==> config.mk <==
export PLATFORM = sky130hd
export DESIGN_NAME = alu_seq
export DESIGN_NICKNAME = d
export VERILOG_FILES = /design/src/rtl/alu_pkg.sv /design/src/rtl/alu_mul_iter.sv /design/src/rtl/alu_seq.sv
export SDC_FILE = /design/constraint.sdc
export NUM_CORES = 1
export LEC_CHECK = 0
export BUFFER_PORTS_ARGS = -buffer_cell sky130_fd_sc_hd__buf_4
export CELL_PAD_IN_SITES_DETAIL_PLACEMENT = 0
export CELL_PAD_IN_SITES_GLOBAL_PLACEMENT = 1
export CORE_MARGIN = 1.5
export CORE_UTILIZATION = 39
export CTS_BUF_LIST = sky130_fd_sc_hd__clkbuf_8
export DETAILED_ROUTE_END_ITERATION = 8
export PLACE_DENSITY = 0.84
export SETUP_SLACK_MARGIN = 0.4
export SYNTH_ARGS = -nofsm -noshare
export SYNTH_HDL_FRONTEND = slang
export SYNTH_SLANG_ARGS = --single-unit
==> constraint.sdc <==
create_clock -name clk -period 4.5 [get_ports clk]
set_input_delay 0.9 -clock clk [delete_from_list [all_inputs] [get_ports clk]]
set_output_delay 0.9 -clock clk [all_outputs]
set_load 0.05 [all_outputs]
==> src/rtl/alu_pkg.sv <==
// Shared types and helpers for the sequential ALU (alu_seq).
// The multiplier is present only when ALU_MUL_EN is defined; otherwise
// opcode MUL decodes as illegal.
package alu_pkg;

    // Widest datapath the sign-extension helper supports.
    localparam int unsigned MaxW = 64;

    typedef enum logic [2:0] {
        OpAdd  = 3'd0,
        OpSub  = 3'd1,
        OpAnd  = 3'd2,
        OpAddi = 3'd3,
        OpSll  = 3'd4,
        OpMul  = 3'd5,
        OpOr   = 3'd6,
        OpRsvd = 3'd7
    } op_e;

    localparam op_e OP_ILLEGAL = OpRsvd;

    typedef enum logic [1:0] {
        StIdle,
        StBusy,
        StDone
    } state_e;

    // Sign-extend the low imm_w bits of imm to MaxW bits.
    function automatic logic [MaxW-1:0] sext(input logic [MaxW-1:0] imm,
                                             input int unsigned     imm_w);
        logic signed [MaxW-1:0] t;
        t = $signed(imm << (MaxW - imm_w));
        return $unsigned(t >>> (MaxW - imm_w));
    endfunction

endpackage

==> src/rtl/alu_mul_iter.sv <==
// Iterative shift-add multiplier: loads operands on start, then consumes
// one bit of b per cycle for N cycles. done pulses for one cycle once prod
// holds the low N bits of a*b.
module alu_mul_iter #(
    parameter int unsigned N = 16
) (
    input  logic         clk,
    input  logic         rst_n,
    input  logic         start,
    input  logic [N-1:0] a,
    input  logic [N-1:0] b,
    output logic         busy,
    output logic         done,
    output logic [N-1:0] prod
);

    localparam int unsigned CntW = $clog2(N + 1);

    logic [N-1:0]    mcand_q, mcand_d;
    logic [N-1:0]    mplier_q, mplier_d;
    logic [N-1:0]    acc_q, acc_d;
    logic [CntW-1:0] cnt_q, cnt_d;
    logic            done_q, done_d;

    // Next state: load on start, otherwise one shift-add step while counting.
    always_comb begin
        mcand_d  = mcand_q;
        mplier_d = mplier_q;
        acc_d    = acc_q;
        cnt_d    = cnt_q;
        done_d   = 1'b0;
        if (start) begin
            mcand_d  = a;
            mplier_d = b;
            acc_d    = '0;
            cnt_d    = CntW'(N);
        end else if (cnt_q != '0) begin
            if (mplier_q[0]) begin
                acc_d = acc_q + mcand_q;
            end
            mcand_d  = mcand_q << 1;
            mplier_d = mplier_q >> 1;
            cnt_d    = cnt_q - 1'b1;
            done_d   = (cnt_q == CntW'(1));
        end
    end

    // State registers with synchronous active-low reset.
    always_ff @(posedge clk) begin
        if (!rst_n) begin
            mcand_q  <= '0;
            mplier_q <= '0;
            acc_q    <= '0;
            cnt_q    <= '0;
            done_q   <= 1'b0;
        end else begin
            mcand_q  <= mcand_d;
            mplier_q <= mplier_d;
            acc_q    <= acc_d;
            cnt_q    <= cnt_d;
            done_q   <= done_d;
        end
    end

    assign busy = (cnt_q != '0);
    assign done = done_q;
    assign prod = acc_q;

endmodule

==> src/rtl/alu_seq.sv <==
// Registered N-bit ALU with valid/ready on both sides.
// Define ALU_MUL_EN to build the iterative multiplier (op MUL, latency N+1);
// without it op MUL reports err like the reserved opcode.
module alu_seq
    import alu_pkg::*;
#(
    parameter int unsigned N     = 16,
    parameter int unsigned IMM_W = 8,
    parameter int unsigned SH_W  = $clog2(N) + 1
) (
    input  logic             clk,
    input  logic             rst_n,
    input  logic             in_valid,
    output logic             in_ready,
    input  logic [2:0]       op,
    input  logic [N-1:0]     a,
    input  logic [N-1:0]     b,
    input  logic [IMM_W-1:0] imm,
    output logic             out_valid,
    input  logic             out_ready,
    output logic [N-1:0]     result,
    output logic             flag_z,
    output logic             flag_c,
    output logic             flag_v,
    output logic             err
);

    state_e       state_q, state_d;
    logic [N-1:0] result_q, result_d;
    logic         z_q, z_d, c_q, c_d, v_q, v_d, err_q, err_d;

    logic         accept, is_mul;
    op_e          op_dec;
    logic [N-1:0] imm_ext, op_res;
    logic [N:0]   sum_add, sum_sub, sum_imm;
    logic         op_c, op_v, op_err;
    logic         mul_idle, mul_done;
    logic [N-1:0] mul_prod;

`ifdef ALU_MUL_EN
    logic mul_start, mul_busy;

    alu_mul_iter #(
        .N(N)
    ) u_mul (
        .clk  (clk),
        .rst_n(rst_n),
        .start(mul_start),
        .a    (a),
        .b    (b),
        .busy (mul_busy),
        .done (mul_done),
        .prod (mul_prod)
    );

    assign mul_start = accept & is_mul;
    assign mul_idle  = ~mul_busy;
    assign is_mul    = (op_dec == OpMul);
`else
    assign mul_done  = 1'b0;
    assign mul_prod  = '0;
    assign mul_idle  = 1'b1;
    assign is_mul    = 1'b0;
`endif

    // Handshake: a finished result frees the slot in the same cycle it is taken.
    always_comb begin
        in_ready = ((state_q == StIdle) & mul_idle) | ((state_q == StDone) & out_ready);
        accept   = in_valid & in_ready;
    end

    // Single-cycle datapath computed straight from the inputs at accept.
    always_comb begin
        op_dec  = op_e'(op);
        imm_ext = N'(sext(MaxW'(imm), IMM_W));
        sum_add = {1'b0, a} + {1'b0, b};
        sum_sub = {1'b0, a} - {1'b0, b};
        sum_imm = {1'b0, a} + {1'b0, imm_ext};
        op_res  = '0;
        op_c    = 1'b0;
        op_v    = 1'b0;
        op_err  = 1'b0;
        unique case (op_dec)
            OpAdd: begin
                op_res = sum_add[N-1:0];
                op_c   = sum_add[N];
                op_v   = (a[N-1] == b[N-1]) & (op_res[N-1] ^ a[N-1]);
            end
            OpSub: begin
                // Bit N of the wide difference is the unsigned borrow.
                op_res = sum_sub[N-1:0];
                op_c   = sum_sub[N];
                op_v   = (a[N-1] ^ b[N-1]) & (op_res[N-1] ^ a[N-1]);
            end
            OpAnd: op_res = a & b;
            OpAddi: begin
                op_res = sum_imm[N-1:0];
                op_c   = sum_imm[N];
                op_v   = (a[N-1] == imm_ext[N-1]) & (op_res[N-1] ^ a[N-1]);
            end
            OpSll: begin
                if (32'(b[SH_W-1:0]) < N) begin
                    op_res = a << b[SH_W-1:0];
                end
            end
            OpOr: op_res = a | b;
            // Reserved opcode, and MUL when the multiplier is not built.
            default: op_err = 1'b1;
        endcase
    end

    // FSM next state and result capture.
    always_comb begin
        state_d  = state_q;
        result_d = result_q;
        z_d      = z_q;
        c_d      = c_q;
        v_d      = v_q;
        err_d    = err_q;
        unique case (state_q)
            StIdle, StDone: begin
                if (accept) begin
                    if (is_mul) begin
                        state_d = StBusy;
                    end else begin
                        state_d  = StDone;
                        result_d = op_res;
                        z_d      = (op_res == '0);
                        c_d      = op_c;
                        v_d      = op_v;
                        err_d    = op_err;
                    end
                end else if ((state_q == StDone) && out_ready) begin
                    state_d = StIdle;
                end
            end
            StBusy: begin
                if (mul_done) begin
                    state_d  = StDone;
                    result_d = mul_prod;
                    z_d      = (mul_prod == '0);
                    c_d      = 1'b0;
                    v_d      = 1'b0;
                    err_d    = 1'b0;
                end
            end
            default: state_d = StIdle;
        endcase
    end

    // State and result registers with synchronous active-low reset.
    always_ff @(posedge clk) begin
        if (!rst_n) begin
            state_q  <= StIdle;
            result_q <= '0;
            z_q      <= 1'b0;
            c_q      <= 1'b0;
            v_q      <= 1'b0;
            err_q    <= 1'b0;
        end else begin
            state_q  <= state_d;
            result_q <= result_d;
            z_q      <= z_d;
            c_q      <= c_d;
            v_q      <= v_d;
            err_q    <= err_d;
        end
    end

    assign out_valid = (state_q == StDone);
    assign result    = result_q;
    assign flag_z    = z_q;
    assign flag_c    = c_q;
    assign flag_v    = v_q;
    assign err       = err_q;

endmodule

==> out/qor.yml <==
critical_path:
  critPathBufInv: 2
  r2r_end: "flag_z"
  crit_path_start: "b[1]"
  cpMaxStageDelayCell: "or4_1"
  cp.arrival_ns: 4.00
  cp.required_ns: 4.71
  cp_num_cells: 12
  criticalPathCategory: "primary input to register"
  rrSetupSlack_ns: 1.94
  crit_path_end_kind: "register"
  crit_top_cell: "a211oi_1"
  crit_chain: "buf_4 > inv_1 > ha_1 > o21bai_1 > a21oi_1 > a221o_1 > a211oi_1 > nand4_1 > or4_1 > a211oi_1 > and4_1 > a31o_1"
  cp_max_fo: 21
  crit_family: "compound AO/OA/AOI/OAI gates"
  start_kind: "primary input"
  crit_path_end: "flag_z"
  rr_worst_depth: 9
  cpPeakStageDelay_ns: 0.50
  r2r-start: "state_q[1]"
clocking:
  h-tree-depth: 1
  cts_buffer_depth: 2
  clock_latency_ns: 0.26
  clk_pin_slew_worst_paths_ns: 0.08
  cts_tree: "done"
  cts_inserted_buffers: 3
  clkSinkCount: 21
  cts_root_buf: "clkbuf_8"
  hold_buffers: 0
layout:
  final_common_cell: "buf_4"
  ff_latch_area_um2: 420
  multi_input_area_mm2: 0.00418
  fin_nets: 859
  area_growth_pct: 14.6
  drive_above_1_share_pct: 15.8
  layout_common_cells: "buf_4 (82), nor2_1 (79), ha_1 (73), inv_1 (53), a21oi_1 (49)"
  filler_cell_count: 1324
  diodes: 0
global_route:
  grt_pass1_wl_um: 28700
  grt_use_total_pct: 27.7
  overflow: 0
  grt_pass1_vias: 5192
  grt_max_degree: 43
  antenna_found_initial: 0
synthesis:
  synth-xor-area-share_pct: 3.53
  synthArstFlopShare_pct: 0
  synth.cell_area_mm2: 0.00496
  syn_nets: 808
  synth_top_family_by_area: "compound AO/OA/AOI/OAI gates"
  seq_area_frac_synth_pct: 8.48
  synth_compound_area_share_pct: 29.9
  synth_warnings: 0
  synthAdderAreaFrac_pct: 19.6
  synth_ff_type: "dfxtp_1"
  ys_ff_latch: 21
  synth.area.mux_share_pct: 9.72
  synth_cells: 685
  synth-simple-area-share_pct: 21.3
  synth_area_per_cell_um2: 7.24
  synth-edff-count: 0
  synth_cell_types: 73
routing:
  post_drt_wl_per_cell_um: 20.6
  drc: 0
  m1WireLength_um: 8400
  totalWireLength_um: 18700
  dr.pass1.iters: 5
  drt-initial-drc-count: 353
  dr_total_vias: 5496
  ant_nets: 0
  top_layer: "met4"
  viasPerCell: 6.06
  wl_met2_um: 8380
  met3_length_um: 1310
power_and_ir_drop:
  p_per_area_mw_per_mm2: 182
  ir_worst_vdd_mv: 0.0898
  leakage_uw: 0.00252
  total_power_uw: 1030
worst_hold_path:
  hold_class: "register to register"
timing:
  finalSetupViolations: 0
  rsz0062_at_grt: "false"
  min_period_over_period_pct: 84.2
  hold_violations: 0
  max_slew_margin_pct: 33.2
  finClkSkew_ns: 0.00605
  tightest_slew_ns: 1.00
  max_freq_mhz: 264
  finalSetupTns_ns: 0
  period_needed_ns: 3.79
  slew_violations: 0
die:
  io_pins: 69
  core_mm2: 0.0125
  std_cell_rows: 41
  die_y_um: 116
  die_area_mm2: 0.0134
  dieWidth_um: 116
  start_util_pct: 39.6
placement:
  hpwl_um: 15100
  gp_congestion: 1.02
  portBuffers: 68
status:
  status: "finished clean"
job:
  cap_violations: 0
[where the power goes]
part | internal, µW | switching (µW) | leakage [µW] | total (µW)
combinational | 264 | 442 | 0.00232 | 706
sequential | 200 | 7.17 | 0.000173 | 207
clock | 60.8 | 60.1 | 0.0000269 | 121
[worst register-to-register path: stages, from the launching register on]
cell	delay (ns)
dfxtp_1	0.31
nand2b_1	0.16
o2111ai_1	0.20
a221oi_1	0.48
and2_1	0.20
nand4_1	0.09
or4_1	0.50
a211oi_1	0.23
and4_1	0.21
a31o_1	0.13
[synth_stat cells, types with 6 or more instances]
| master | n | area [µm²] |
|---|---|---|
| o21bai_1 | 8 | 60.1 |
| nand2b_1 | 8 | 50.1 |
| xnor2_1 | 17 | 149 |
| a221oi_1 | 7 | 61.3 |
| a31oi_1 | 6 | 37.5 |
| nand3_1 | 12 | 60.1 |
| a211oi_1 | 30 | 225 |
| inv_1 | 52 | 195 |
| and2_1 | 8 | 50.1 |
| nor4_1 | 7 | 43.8 |
| nand2_1 | 45 | 169 |
| a21oi_1 | 49 | 245 |
| dfxtp_1 | 21 | 420 |
| buf_2 | 10 | 50.1 |
| nor2_1 | 79 | 297 |
| nand4_1 | 7 | 43.8 |
| nor3_1 | 17 | 85.1 |
| o211ai_1 | 6 | 45.0 |
| nor2b_1 | 9 | 56.3 |
| o22ai_1 | 7 | 43.8 |
| ha_1 | 73 | 913 |
| mux2i_1 | 17 | 170 |
| o21ai_0 | 43 | 215 |
| clkbuf_1 | 24 | 90.1 |
| mux2_2 | 16 | 180 |
| o21a_1 | 6 | 45.0 |
[cells by family after synthesis]
kind of cell    after synthesis
compound gates              218
xor+xnor                     20
fa+ha+maj                    76
buf+inv                      92
flops                        21
mux                          39
simple gates                219
[worst min path at each step]
stage	start	endpoint	slack, ns	cells after the start
2_1_floorplan	err	err	0.67	2
3_3_place_gp	result[13]	result[13]	0.45	2
3_5_place_dp	result[13]	result[13]	0.46	2
4_1_cts	result[13]	result[13]	0.47	2
5_1_grt	err	err	0.49	2
6_report	result[13]	result[13]	0.46	2
[stage by stage]
stage	hold slack, ns	cells	util, %	instance area, µm²	setup slack, ns
2_1_floorplan	0.671	685	-	4960	0.850
5_1_grt	0.490	907	45.4	5680	0.433
4_1_cts	0.466	907	45.4	5680	0.638
3_3_place_gp	0.449	903	45.0	5630	0.429
3_5_place_dp	0.456	903	45.0	5630	0.372
6_report	0.462	907	45.4	5680	0.711
[timing repair]
item | 4_1_cts | 5_1_grt
setup buffers | 0 | 0
gates resized for setup | 0 | 1
endpoints found under the setup margin | 0 | 1
[layer usage]
metal,up-vias,global-route usage [%]
met2,255,45.4
met4,0,9.59
li1,2632,-
met5,-,0
met3,36,2.77
met1,2573,38.1
[flip-flops by register name, summed over array words and instances (netlist names)]
signal and count:
flag_c 1, flag_v 1, result 16, flag_z 1
err 1, state_q 1
[cell type report]
cell class	count	share of cell area (%)
Multi-Input combinational cell	572	73.5
Inverter	56	3.70
Clock buffer	3	0.727
Tap cell	172	3.79
Timing Repair Buffer	82	10.8
Sequential cell	21	7.40
Clock inverter	1	0.0661
Power figures use the tool's default switching activity.
